--- src/rtl/div_sequencer_pkg.sv ---
// div_sequencer_pkg
// Shared definitions for the iterative divider:
//   DIV_ITER  - number of shift-subtract iterations (equals operand width)
//   DATA_W    - operand / result width
//   state_t   - sequencer states IDLE, BUSY, DONE
//   abs_val() - two's-complement magnitude, returned as an unsigned value
package div_sequencer_pkg;

    localparam int DIV_ITER = 32;
    localparam int DATA_W   = 32;

    typedef enum logic [1:0] {
        IDLE = 2'd0,
        BUSY = 2'd1,
        DONE = 2'd2
    } state_t;

    // Magnitude of a value known to be negative when neg=1. The result is
    // read as unsigned, so 0x80000000 maps onto itself and needs no special case.
    function automatic logic [DATA_W-1:0] abs_val(input logic [DATA_W-1:0] v,
                                                  input logic              neg);
        return neg ? (~v + {{(DATA_W-1){1'b0}}, 1'b1}) : v;
    endfunction

endpackage

--- src/rtl/div_step.sv ---
// div_step
// One restoring shift-subtract iteration, purely combinational.
//   rem_in   - partial remainder (always < divisor)
//   quo_in   - dividend/quotient shift register; its MSB is the next dividend bit
//   divisor  - unsigned divisor magnitude
//   rem_out  - updated partial remainder
//   quo_out  - shift register with the new quotient bit appended at the LSB
module div_step
    import div_sequencer_pkg::*;
(
    input  logic [DATA_W-1:0] rem_in,
    input  logic [DATA_W-1:0] quo_in,
    input  logic [DATA_W-1:0] divisor,
    output logic [DATA_W-1:0] rem_out,
    output logic [DATA_W-1:0] quo_out
);

    logic [DATA_W:0] shifted;
    logic [DATA_W:0] diff;

    always_comb begin
        shifted = {rem_in, quo_in[DATA_W-1]};
        diff    = shifted - {1'b0, divisor};
        // shifted < 2*divisor, so the top bit of diff is a clean borrow flag.
        if (!diff[DATA_W]) begin
            rem_out = diff[DATA_W-1:0];
            quo_out = {quo_in[DATA_W-2:0], 1'b1};
        end else begin
            rem_out = shifted[DATA_W-1:0];
            quo_out = {quo_in[DATA_W-2:0], 1'b0};
        end
    end

endmodule

--- src/rtl/div_sequencer.sv ---
// div_sequencer
// Multi-cycle DIV/DIVU unit for the execute stage. Stalls the front of the
// pipeline while a restoring divider runs DIV_ITER iterations on operand
// magnitudes, then applies the sign fix-up and pulses done (HI/LO write).
//   clk, rst     - clock, synchronous active-high reset
//   start        - DIV/DIVU in execute; is_signed, a, b sampled with it
//   cancel       - execute-stage flush, aborts in any state
//   stall        - freezes fetch/decode/execute
//   done         - one-cycle result-valid pulse
//   quotient     - LO result, remainder - HI result
//   div_by_zero  - sampled divisor was zero
module div_sequencer
    import div_sequencer_pkg::*;
#(
    parameter int DIV_ITER = div_sequencer_pkg::DIV_ITER
) (
    input  logic        clk,
    input  logic        rst,
    input  logic        start,
    input  logic        is_signed,
    input  logic [31:0] a,
    input  logic [31:0] b,
    input  logic        cancel,
    output logic        stall,
    output logic        done,
    output logic [31:0] quotient,
    output logic [31:0] remainder,
    output logic        div_by_zero
);

    localparam int CNT_W = (DIV_ITER > 1) ? $clog2(DIV_ITER) : 1;
    localparam logic [CNT_W-1:0] CNT_LAST = CNT_W'(DIV_ITER - 1);

    state_t            state_reg, state_next;
    logic [CNT_W-1:0]  cnt_reg;
    logic [31:0]       rem_reg, quo_reg, dvsr_reg;
    logic              neg_q_reg, neg_r_reg;
    // res_* hold the freshly finished result shown during DONE; out_* hold the
    // last committed result. A cancel in DONE therefore never disturbs out_*.
    logic [31:0]       res_q_reg, res_r_reg, out_q_reg, out_r_reg;
    logic              res_z_reg, out_z_reg;
    logic [31:0]       step_rem, step_quo;
    logic              accept;

    assign accept = (state_reg == IDLE) && start && !cancel;

    div_step u_step (
        .rem_in  (rem_reg),
        .quo_in  (quo_reg),
        .divisor (dvsr_reg),
        .rem_out (step_rem),
        .quo_out (step_quo)
    );

    always_ff @(posedge clk) begin
        if (rst) state_reg <= IDLE;
        else     state_reg <= state_next;
    end

    always_comb begin
        state_next = state_reg;
        stall      = 1'b0;
        done       = 1'b0;
        case (state_reg)
            IDLE: begin
                if (accept) begin
                    state_next = (b == 32'd0) ? DONE : BUSY;
                    stall      = 1'b1;
                end
            end
            BUSY: begin
                stall = 1'b1;
                if (cnt_reg == CNT_LAST) state_next = DONE;
            end
            DONE: begin
                state_next = IDLE;
                done       = !cancel;
            end
            default: state_next = IDLE;
        endcase
        if (cancel) state_next = IDLE;
        if (rst) begin
            stall = 1'b0;
            done  = 1'b0;
        end
    end

    always_ff @(posedge clk) begin
        if (rst) begin
            cnt_reg   <= '0;
            rem_reg   <= '0;
            quo_reg   <= '0;
            dvsr_reg  <= '0;
            neg_q_reg <= 1'b0;
            neg_r_reg <= 1'b0;
            res_q_reg <= '0;
            res_r_reg <= '0;
            res_z_reg <= 1'b0;
            out_q_reg <= '0;
            out_r_reg <= '0;
            out_z_reg <= 1'b0;
        end else begin
            if (accept) begin
                cnt_reg   <= '0;
                rem_reg   <= '0;
                quo_reg   <= abs_val(a, is_signed & a[31]);
                dvsr_reg  <= abs_val(b, is_signed & b[31]);
                neg_q_reg <= is_signed & (a[31] ^ b[31]);
                neg_r_reg <= is_signed & a[31];
                if (b == 32'd0) begin
                    res_q_reg <= '1;
                    res_r_reg <= a;
                    res_z_reg <= 1'b1;
                end
            end
            if (state_reg == BUSY && !cancel) begin
                rem_reg <= step_rem;
                quo_reg <= step_quo;
                cnt_reg <= cnt_reg + 1'b1;
                if (cnt_reg == CNT_LAST) begin
                    res_q_reg <= neg_q_reg ? (32'd0 - step_quo) : step_quo;
                    res_r_reg <= neg_r_reg ? (32'd0 - step_rem) : step_rem;
                    res_z_reg <= 1'b0;
                end
            end
            if (state_reg == DONE && !cancel) begin
                out_q_reg <= res_q_reg;
                out_r_reg <= res_r_reg;
                out_z_reg <= res_z_reg;
            end
        end
    end

    always_comb begin
        if (state_reg == DONE) begin
            quotient    = res_q_reg;
            remainder   = res_r_reg;
            div_by_zero = res_z_reg;
        end else begin
            quotient    = out_q_reg;
            remainder   = out_r_reg;
            div_by_zero = out_z_reg;
        end
    end

endmodule

--- config.mk ---
export PLATFORM = sky130hd
export DESIGN_NAME = div_sequencer
export DESIGN_NICKNAME = d
export VERILOG_FILES = /design/src/rtl/div_sequencer_pkg.sv /design/src/rtl/div_step.sv /design/src/rtl/div_sequencer.sv
export SDC_FILE = /design/constraint.sdc
export NUM_CORES = 1
export LEC_CHECK = 0
export CAP_MARGIN = 20
export CORE_ASPECT_RATIO = 2
export CORE_MARGIN = 5
export CORE_UTILIZATION = 51
export CTS_BUF_LIST = sky130_fd_sc_hd__clkbuf_4 sky130_fd_sc_hd__clkbuf_8
export CTS_CLUSTER_DIAMETER = 120
export DETAILED_ROUTE_END_ITERATION = 10
export HOLD_SLACK_MARGIN = 0.05
export MAX_ROUTING_LAYER = met4
export PLACE_DENSITY = 0.78
export SETUP_SLACK_MARGIN = 0.05
export SKIP_CTS_REPAIR_TIMING = 1
export SYNTH_ARGS = -nofsm -noshare
export SYNTH_HDL_FRONTEND = slang
export SYNTH_HIERARCHICAL = 1
export SYNTH_SLANG_ARGS = --single-unit
--- constraint.sdc ---
create_clock -name clk -period 11.2 [get_ports clk]
set_clock_uncertainty 0.05 [all_clocks]
set_input_delay 1.68 -clock clk [delete_from_list [all_inputs] [get_ports clk]]
set_output_delay 1.68 -clock clk [all_outputs]
set_load 0.005 [all_outputs]
==> results of run 1 <==
## worst max path at each step
stage | from | cells past startpoint | endpoint
6_report | quo_reg[31] | 18 | res_r_reg[24]
5_1_grt | quo_reg[31] | 18 | res_r_reg[24]
4_1_cts | quo_reg[31] | 18 | res_r_reg[24]
3_5_place_dp | quo_reg[31] | 18 | res_r_reg[24]
3_3_place_gp | quo_reg[31] | 18 | res_r_reg[24]
2_1_floorplan | quo_reg[31] | 21 | res_r_reg[19]
## cell families after synthesis
group                      synth area share
xor gates and xnor gates             0.0718
and+or+nand+nor                       0.225
AOI/OAI and AO/OA                     0.246
buffers and inverters                0.0745
muxes                                0.0369
DFF                                   0.313
adders and majority gates            0.0330
## layer usage
layer  global-route usage  wire length [µm]
met1                0.334             18500
met2                0.410             20800
met3               0.0367              3100
met4                0.110              1820
met5                    -                 0
## stage by stage
step / utilization / cell area [µm²] / hold slack, ps
6_report: 0.577 / 16900 / 403
5_1_grt: 0.577 / 16900 / 419
4_1_cts: 0.576 / 16900 / 405
3_5_place_dp: 0.549 / 16100 / 397
3_3_place_gp: 0.549 / 16100 / 387
2_1_floorplan: - / 15000 / 382
## report_power, final
group | internal (mW) | leakage [nW] | total (mW) | switching [mW]
Clock | 0.436 | 0.410 | 0.784 | 0.348
Sequential | 0.851 | 1.90 | 0.868 | 0.0172
Combinational | 0.109 | 4.09 | 0.286 | 0.177
Total | 1.40 | 6.40 | 1.94 | 0.542
## critical path: stages (launching register included)
cell and delay (ps):
dfxtp_1 360, inv_1 60, ha_1 220, fa_1 390, and2b_2 250, o2111ai_2 120
a21oi_2 220, o2111ai_1 180, a211oi_2 320, nor2_4 100, mux2i_4 250, and2_4 240
inv_8 220, mux2_2 440, or4b_1 610, or3_1 570, o41ai_1 440, xor2_1 120
a211oi_1 230
## cells in the final DEF (no fill, tap or decap), types with 15 or more instances in the layout
cell / count
clkdlybuf4s50_1: 134
or4_1: 17
dfxtp_1: 235
nor4_1: 25
a21oi_1: 157
nand2_1: 388
nand4_1: 21
nand3_1: 39
mux2_4: 19
inv_1: 52
nor2_1: 96
o41ai_1: 24
ha_1: 38
o31ai_1: 49
xnor2_1: 40
clkbuf_8: 48
a211oi_1: 28
xor2_1: 83
mux2i_1: 20
o21ai_0: 79
buf_4: 18
a31oi_1: 31
o22ai_1: 15
a22oi_1: 63
nor3_1: 35
and3_1: 18
a21o_1: 17
or3_1: 26
## area by class of cell
class                   instances  share of cell area
multi-input cells            1482               0.546
flip-flops and latches        235               0.279
well taps                     364              0.0270
inverters                      53              0.0122
repair buffers                154              0.0897
clock inverters                 4             0.00326
clock buffers                  57              0.0431
==> flow_metrics.py, run 1 <==
metrics = {
    "synthesis": {
        "ys_seq_area_frac": 0.313,
        "synth_edf_count": 0,
        "ys_ff_latch": 235,
        "synth_most_common_cell": "nand2_1",
        "synth.distinct_cells": 87,
        "synth.top_cells.by_count": "389 x nand2_1, 235 x dfxtp_1, 157 x a21oi_1",
        "syn_area_per_cell_um2": 7.70,
        "synth_top_area_frac": 0.313,
        "ys_warn_count": 6,
        "syn-cell-area_um2": 15000,
        "async_reset_ff_frac": 0,
        "synth_top_area_cell": "dfxtp_1",
        "synth_cells": 1949,
        "ys_top_cells_by_area": "dfxtp_1 31%, nand2_1 9.7%, a21oi_1 5.2%",
        "ys.flop_type": "dfxtp_1",
        "syn-num-nets": 2057,
    },
    "timing": {
        "rsz0062_at_grt": "false",
        "final_hold_viol_count": 0,
        "setup-violations-final": 0,
        "max_freq_mhz": 182,
        "relSlewSlack": 0.286,
        "worst_pin_slew_ps": 1070,
        "slew_violations": 0,
        "finalSetupTns_ps": 0,
        "finalCritPeriodShare": 0.490,
        "fin_crit_ps": 5490,
        "finalWorstSetupSlack_ps": 5710,
    },
    "worst_setup_path": {
        "required_ps": 11610,
        "cp.arrival_ps": 5900,
        "r2r_end": "res_r_reg[24]",
        "reg2reg_depth": 18,
        "critPathLaunchType": "flop",
        "path_class": "flop to flop",
        "critical_path.endpoint_type": "flop",
        "timing.rr.start": "quo_reg[31]",
        "rrSetupSlack_ps": 5710,
        "crit_fanout": 26,
    },
    "global_routing": {
        "grt_use_total": 0.260,
        "grt_pass1_wl_um": 70500,
        "grt_overflow": 0,
        "grt_max_degree": 115,
        "antenna_found_initial": 0,
        "grt_pass1_vias": 13400,
    },
    "finish": {
        "nFillCells": 2759,
        "area_growth_pct": 12.5,
        "n_antenna_cell": 0,
        "multi_input_area_um2": 9230,
        "nets": 2069,
        "layout-drive-gt1-share": 0.0751,
        "instances_no_fill": 2349,
        "seq_area_um2": 4700,
    },
    "outcome": {
        "status": "complete, no violations",
    },
    "clock_tree": {
        "numCtsBuffers": 35,
        "cts_tree": "done",
        "clock_path_buffers": 3,
        "cts_sinks": 235,
        "htreeDepth": 2,
        "path_clk_slew_ps": 60,
        "cts_root_buf": "clkbuf_8",
        "insertion_delay_ps": 570,
    },
    "floorplanning": {
        "die_w_um": 131,
        "die_area_um2": 33200,
        "core_region_area_um2": 29300,
        "ios": 136,
        "rows": 89,
        "start_util": 0.512,
        "die_h_um": 253,
    },
    "worst_hold_path": {
        "hold_path.class": "flop to flop",
        "min_to": "out_q_reg[31]",
        "min_from": "out_q_reg[31]",
        "min_path_cells": 2,
    },
    "power": {
        "fin_total_pwr_mw": 1.94,
        "total_leakage_power_nw": 6.40,
        "cellPowerDensity_nw_per_um2": 115,
        "peakVddDrop_mv": 0.0947,
    },
    "route": {
        "vias": 14600,
        "drcViolationCount": 0,
        "routed_wirelength_um": 44200,
        "viasPerCell": 6.20,
        "wire_per_inst_um": 18.8,
        "ant_nets": 0,
        "drtIter0Drc": 1336,
        "drtPass1Iterations": 5,
    },
    "place": {
        "dp_cells": 2287,
        "place_congestion": 0.948,
        "dp.final_hpwl_um": 30400,
        "dp_slack_ps": 5760,
        "io_buffers": 135,
    },
    "run": {
        "cap_viol_max_count": 0,
    },
}
Note: power is estimated with default switching activity, not from simulation.
==> inputs of run 2 (changes only) <==
clock period = 5.2 ns   (was 11.2 ns; I/O delays follow)
==> run 2 against run 1 <==
Net effect:
- critical path depth did not move
- routed wire length is 3.7% higher
- combinational power grew 130%
- hold slack hardly changed
- final cell count grew 1.3%
- critical endpoint unchanged
- via count rose by 1.5%
- sequential share of layout area shrank 0.51 points
- global-route usage is 0.42 points higher
- register-to-register slack lost 5400 ps
==> flow_metrics.py, run 2 (synthesis gave the netlist of run 1 again) <==
metrics = {
    "timing": {
        "setup-violations-final": 0,
        "max_freq_mhz": 203,
        "rsz0062_at_grt": "false",
        "relSlewSlack": 0.273,
        "worst_pin_slew_ps": 1080,
        "slew_violations": 0,
        "finalCritPeriodShare": 0.947,
        "finalSetupTns_ps": 0,
        "fin_crit_ps": 4930,
        "final_hold_viol_count": 0,
    },
    "worst_setup_path": {
        "path_class": "flop to flop",
        "crit_fanout": 10,
        "required_ps": 5620,
        "cp.arrival_ps": 5350,
        "cpMaxStageDelayCell": "or4b_1",
        "path_cells": "inv_1 > ha_1 > fa_2 > and2b_2 > o2111ai_2 > a21oi_2 > o2111ai_2 > a211oi_2 > nor2_4 > mux2i_4 > and2_4 > inv_8 > mux2_2 > or4b_1 > or3_4 > o41ai_1 > xor2_1 > a211oi_1",
        "critical_path.endpoint_type": "flop",
        "critPathLaunchType": "flop",
        "crit_top_cell": "o2111ai_2",
        "critPathBufInv": 2,
        "critPathTopFamily": "simple AND/OR/NAND/NOR gates",
        "critPathMaxStageDelay_ps": 560,
    },
    "route": {
        "viasPerCell": 6.22,
        "met3_length_um": 3410,
        "wl_met1_um": 18800,
        "routed-wl-met2_um": 21900,
        "drtIter0Drc": 1453,
        "top_layer_used": "met4",
        "drtPass1Iterations": 7,
        "vias": 14800,
        "wire_per_inst_um": 19.3,
        "drcViolationCount": 0,
        "ant_nets": 0,
        "routed_wirelength_um": 45800,
    },
    "global_routing": {
        "grt_pass1_vias": 13600,
        "grt_use_total": 0.264,
        "grt_overflow": 0,
        "grt_pass1_wl_um": 71400,
        "antenna_found_initial": 1,
        "grt_max_degree": 102,
    },
    "outcome": {
        "status": "complete, no violations",
    },
    "floorplanning": {
        "ios": 136,
        "start_util": 0.512,
        "die_area_um2": 33200,
        "core_region_area_um2": 29300,
        "rows": 89,
        "die_h_um": 253,
        "die_w_um": 131,
    },
    "clock_tree": {
        "clock_path_buffers": 3,
        "numCtsBuffers": 37,
        "cts_tree": "done",
        "path_clk_slew_ps": 70,
        "insertion_delay_ps": 560,
        "cts_root_buf": "clkbuf_8",
        "cts_sinks": 235,
        "htreeDepth": 2,
    },
    "worst_hold_path": {
        "hold_path.class": "flop to flop",
    },
    "place": {
        "place_congestion": 0.892,
        "dp.final_hpwl_um": 31700,
        "io_buffers": 135,
        "dp_cells": 2308,
    },
    "finish": {
        "nets": 2095,
        "mostFrequentLayoutCell": "nand2_1",
        "final_cell_mix": "388 x nand2_1, 235 x dfxtp_1, 157 x a21oi_1, 134 x clkdlybuf4s50_1, 96 x nor2_1",
        "layout-drive-gt1-share": 0.0929,
        "area_growth_pct": 14.6,
        "instances_no_fill": 2379,
    },
    "power": {
        "total_leakage_power_nw": 6.57,
        "cellPowerDensity_nw_per_um2": 247,
        "peakVddDrop_mv": 0.159,
    },
    "run": {
        "cap_viol_max_count": 0,
    },
}
==> run 2: area by class of cell <==
class / instances / area [µm²]
fill: 2651 / 12100
multi-input combinational: 1484 / 9310
sequential: 235 / 4700
timing repair buffer: 176 / 1710
clock buffer: 56 / 702
tap: 364 / 455
inverter: 53 / 206
clock inverter: 10 / 105
antenna: 1 / 2.50
==> run 2: metrics by stage <==
step / worst slack [ps] / total power [mW] / utilization / hold slack [ps] / instance area [µm²]
2_1_floorplan: 75.5 / 2.34 / - / 382 / 15000
3_3_place_gp: 143 / 2.52 / 0.555 / 390 / 16300
3_5_place_dp: 62.6 / 2.53 / 0.555 / 395 / 16300
4_1_cts: 33.5 / 4.25 / 0.583 / 405 / 17100
5_1_grt: 31.9 / 4.42 / 0.587 / 419 / 17200
6_report: 274 / 4.26 / 0.587 / 403 / 17200
==> run 2: where the power goes <==
part	internal, mW	switching, mW	total (mW)
clock network	0.965	0.769	1.73
registers	1.83	0.0347	1.87
logic	0.252	0.403	0.655
total	3.05	1.21	4.26
==> run 2: final timing paths <==
| path | start | end | slack [ps] | cells after the start |
|---|---|---|---|---|
| worst max-delay path | quo_reg[31] | res_r_reg[24] | 270 | 18 |
| worst min-delay path | out_r_reg[25] | out_r_reg[25] | 400 | 2 |
| worst max register to register | quo_reg[31] | res_r_reg[24] | 270 | 18 |
| worst min register to register | out_r_reg[25] | out_r_reg[25] | 400 | 2 |
==> run 2: tightest hold or removal path, stage by stage (launching register included) <==
cell	delay [ps]
dfxtp_1	310
nand2_1	50
a21oi_1	50
==> run 2: metal layers <==
layer	vias to the layer above	track usage
li1	7063	-
met1	7021	0.330
met2	600	0.431
met3	110	0.0426
met4	0	0.0971
met5	-	-
==> inputs of run 3 (changes only) <==
CORE_UTILIZATION = 40   (was 51)
PLACE_DENSITY = 0.65   (was 0.78)
==> run 3 against run 2 <==
Net effect:
- sequential share of layout area down 0.72 points
- first-iteration DRC count down 40%
- final cell count up 5.7%
- register-to-register slack worse by 120 ps
- worst setup slack worse by 120 ps
- cell area up 2.7%
- critical endpoint is now res_r_reg[25]
- largest cell class unchanged
- largest power group unchanged
- highest routed layer unchanged
==> flow_metrics.py, run 3 (synthesis gave the netlist of run 1 again) <==
metrics = {
    "timing": {
        "finalWorstSetupSlack_ps": 156,
        "worst_pin_slew_ps": 1340,
        "setup-violations-final": 0,
        "whs_ps": 400,
        "relSlewSlack": 0.107,
        "max_freq_mhz": 198,
        "fin_crit_ps": 5040,
        "rsz0062_at_grt": "true",
        "finalCritPeriodShare": 0.970,
        "final_hold_viol_count": 0,
        "slew_violations": 0,
    },
    "power": {
        "total_leakage_power_nw": 6.80,
        "peakVddDrop_mv": 0.147,
        "cellPowerDensity_nw_per_um2": 242,
    },
    "finish": {
        "final_cell_mix": "388 x nand2_1, 234 x dfxtp_1, 157 x a21oi_1, 134 x clkdlybuf4s50_1, 96 x nor2_1",
        "nets": 2142,
        "area_growth_pct": 17.8,
        "stdcell_area_um2": 17700,
        "layout-drive-gt1-share": 0.115,
        "mostFrequentLayoutCell": "nand2_1",
    },
    "place": {
        "place_congestion": 0.980,
        "dp_slack_ps": 69.9,
        "detailed_place.area_um2": 16700,
        "dp.final_hpwl_um": 42600,
        "io_buffers": 135,
    },
    "global_routing": {
        "grt_overflow": 0,
        "grt_max_degree": 82,
        "grt_pass1_wl_um": 85100,
        "antenna_found_initial": 1,
        "grt_pass1_vias": 14600,
        "grt_use_total": 0.266,
    },
    "outcome": {
        "status": "complete, no violations",
    },
    "route": {
        "drtPass1Iterations": 5,
        "drcViolationCount": 0,
        "drtIter0Drc": 875,
        "vias": 14900,
        "viasPerCell": 5.93,
        "wire_per_inst_um": 22.2,
        "routed_wirelength_um": 55800,
        "ant_nets": 0,
    },
    "floorplanning": {
        "ios": 136,
        "die_h_um": 284,
        "core_region_area_um2": 37200,
        "die_w_um": 147,
        "rows": 100,
        "die_area_um2": 41700,
        "start_util": 0.404,
    },
    "worst_setup_path": {
        "path_class": "flop to flop",
        "crit_fanout": 7,
        "required_ps": 5560,
        "cp.arrival_ps": 5400,
        "timing.rr.start": "quo_reg[31]",
        "critical_path.endpoint_type": "flop",
        "reg2reg_depth": 19,
        "rrSetupSlack_ps": 160,
        "r2r_end": "res_r_reg[25]",
        "critPathLaunchType": "flop",
    },
    "clock_tree": {
        "cts_sinks": 235,
        "insertion_delay_ps": 590,
        "clock_path_buffers": 3,
        "cts_root_buf": "clkbuf_8",
        "cts_tree": "done",
        "path_clk_slew_ps": 80,
        "numCtsBuffers": 36,
        "htreeDepth": 2,
    },
    "worst_hold_path": {
        "min_from": "res_q_reg[11]",
        "min_to": "out_q_reg[11]",
        "min_path_cells": 2,
        "hold_path.class": "flop to flop",
    },
    "run": {
        "cap_viol_max_count": 0,
    },
}
==> run 3: worst max path at each step <==
| stage | start | end | slack, ps | cells past startpoint |
|---|---|---|---|---|
| floorplan | quo_reg[31] | res_r_reg[19] | 80 | 21 |
| global placement | quo_reg[31] | res_r_reg[31] | 130 | 19 |
| finish | quo_reg[31] | res_r_reg[25] | 160 | 19 |
| global route | quo_reg[31] | res_r_reg[18] | -50 | 21 |
| CTS | quo_reg[31] | res_r_reg[25] | -20 | 19 |
| detailed placement | quo_reg[31] | res_r_reg[19] | 70 | 18 |
==> run 3: metrics by stage <==
stage           util  power [mW]  setup TNS (ps)  instances
3_3_place_gp   0.451        2.59               0       2449
4_1_cts        0.471        4.29           -24.8       2508
2_1_floorplan      -        2.34               0       1949
6_report       0.476        4.29               0       2515
5_1_grt        0.476        4.43           -64.0       2515
3_5_place_dp   0.451        2.59               0       2449
==> run 3: cell type report <==
type	count	area (µm²)
inverter	53	206
multi-input combinational	1482	9360
clock inverter	12	145
sequential	235	4710
timing repair buffer	226	2070
clock buffer	47	609
fill	3726	19500
tap	459	574
antenna	1	2.50
==> run 3: metal layers <==
| layer | global-route usage | vias up | share of wire |
|---|---|---|---|
| li1 | - | 7141 | - |
| met1 | 0.235 | 7139 | 0.32 |
| met2 | 0.507 | 457 | 0.55 |
| met3 | 0.0217 | 178 | 0.033 |
| met4 | 0.207 | 0 | 0.096 |
| met5 | - | - | 0 |
==> run 3: critical path, cell delays in order, from the launching register on <==
cell and delay, ps:
dfxtp_2 340, inv_1 40, ha_2 190, fa_2 380, and2b_2 240, o2111ai_2 130
a21oi_2 300, o2111ai_2 150, a211oi_2 280, nor2_4 70, mux2i_4 210, and2_4 220
inv_8 80, mux2_2 340, or4_4 540, or4_4 620, buf_12 180, o31ai_4 180
xor2_1 200, a211oi_2 90
==> run 3: power breakdown <==
group          switching, mW  total, mW  internal, mW
Clock                  0.790       1.71         0.917
Sequential            0.0377       1.87          1.83
Combinational          0.439      0.709         0.269
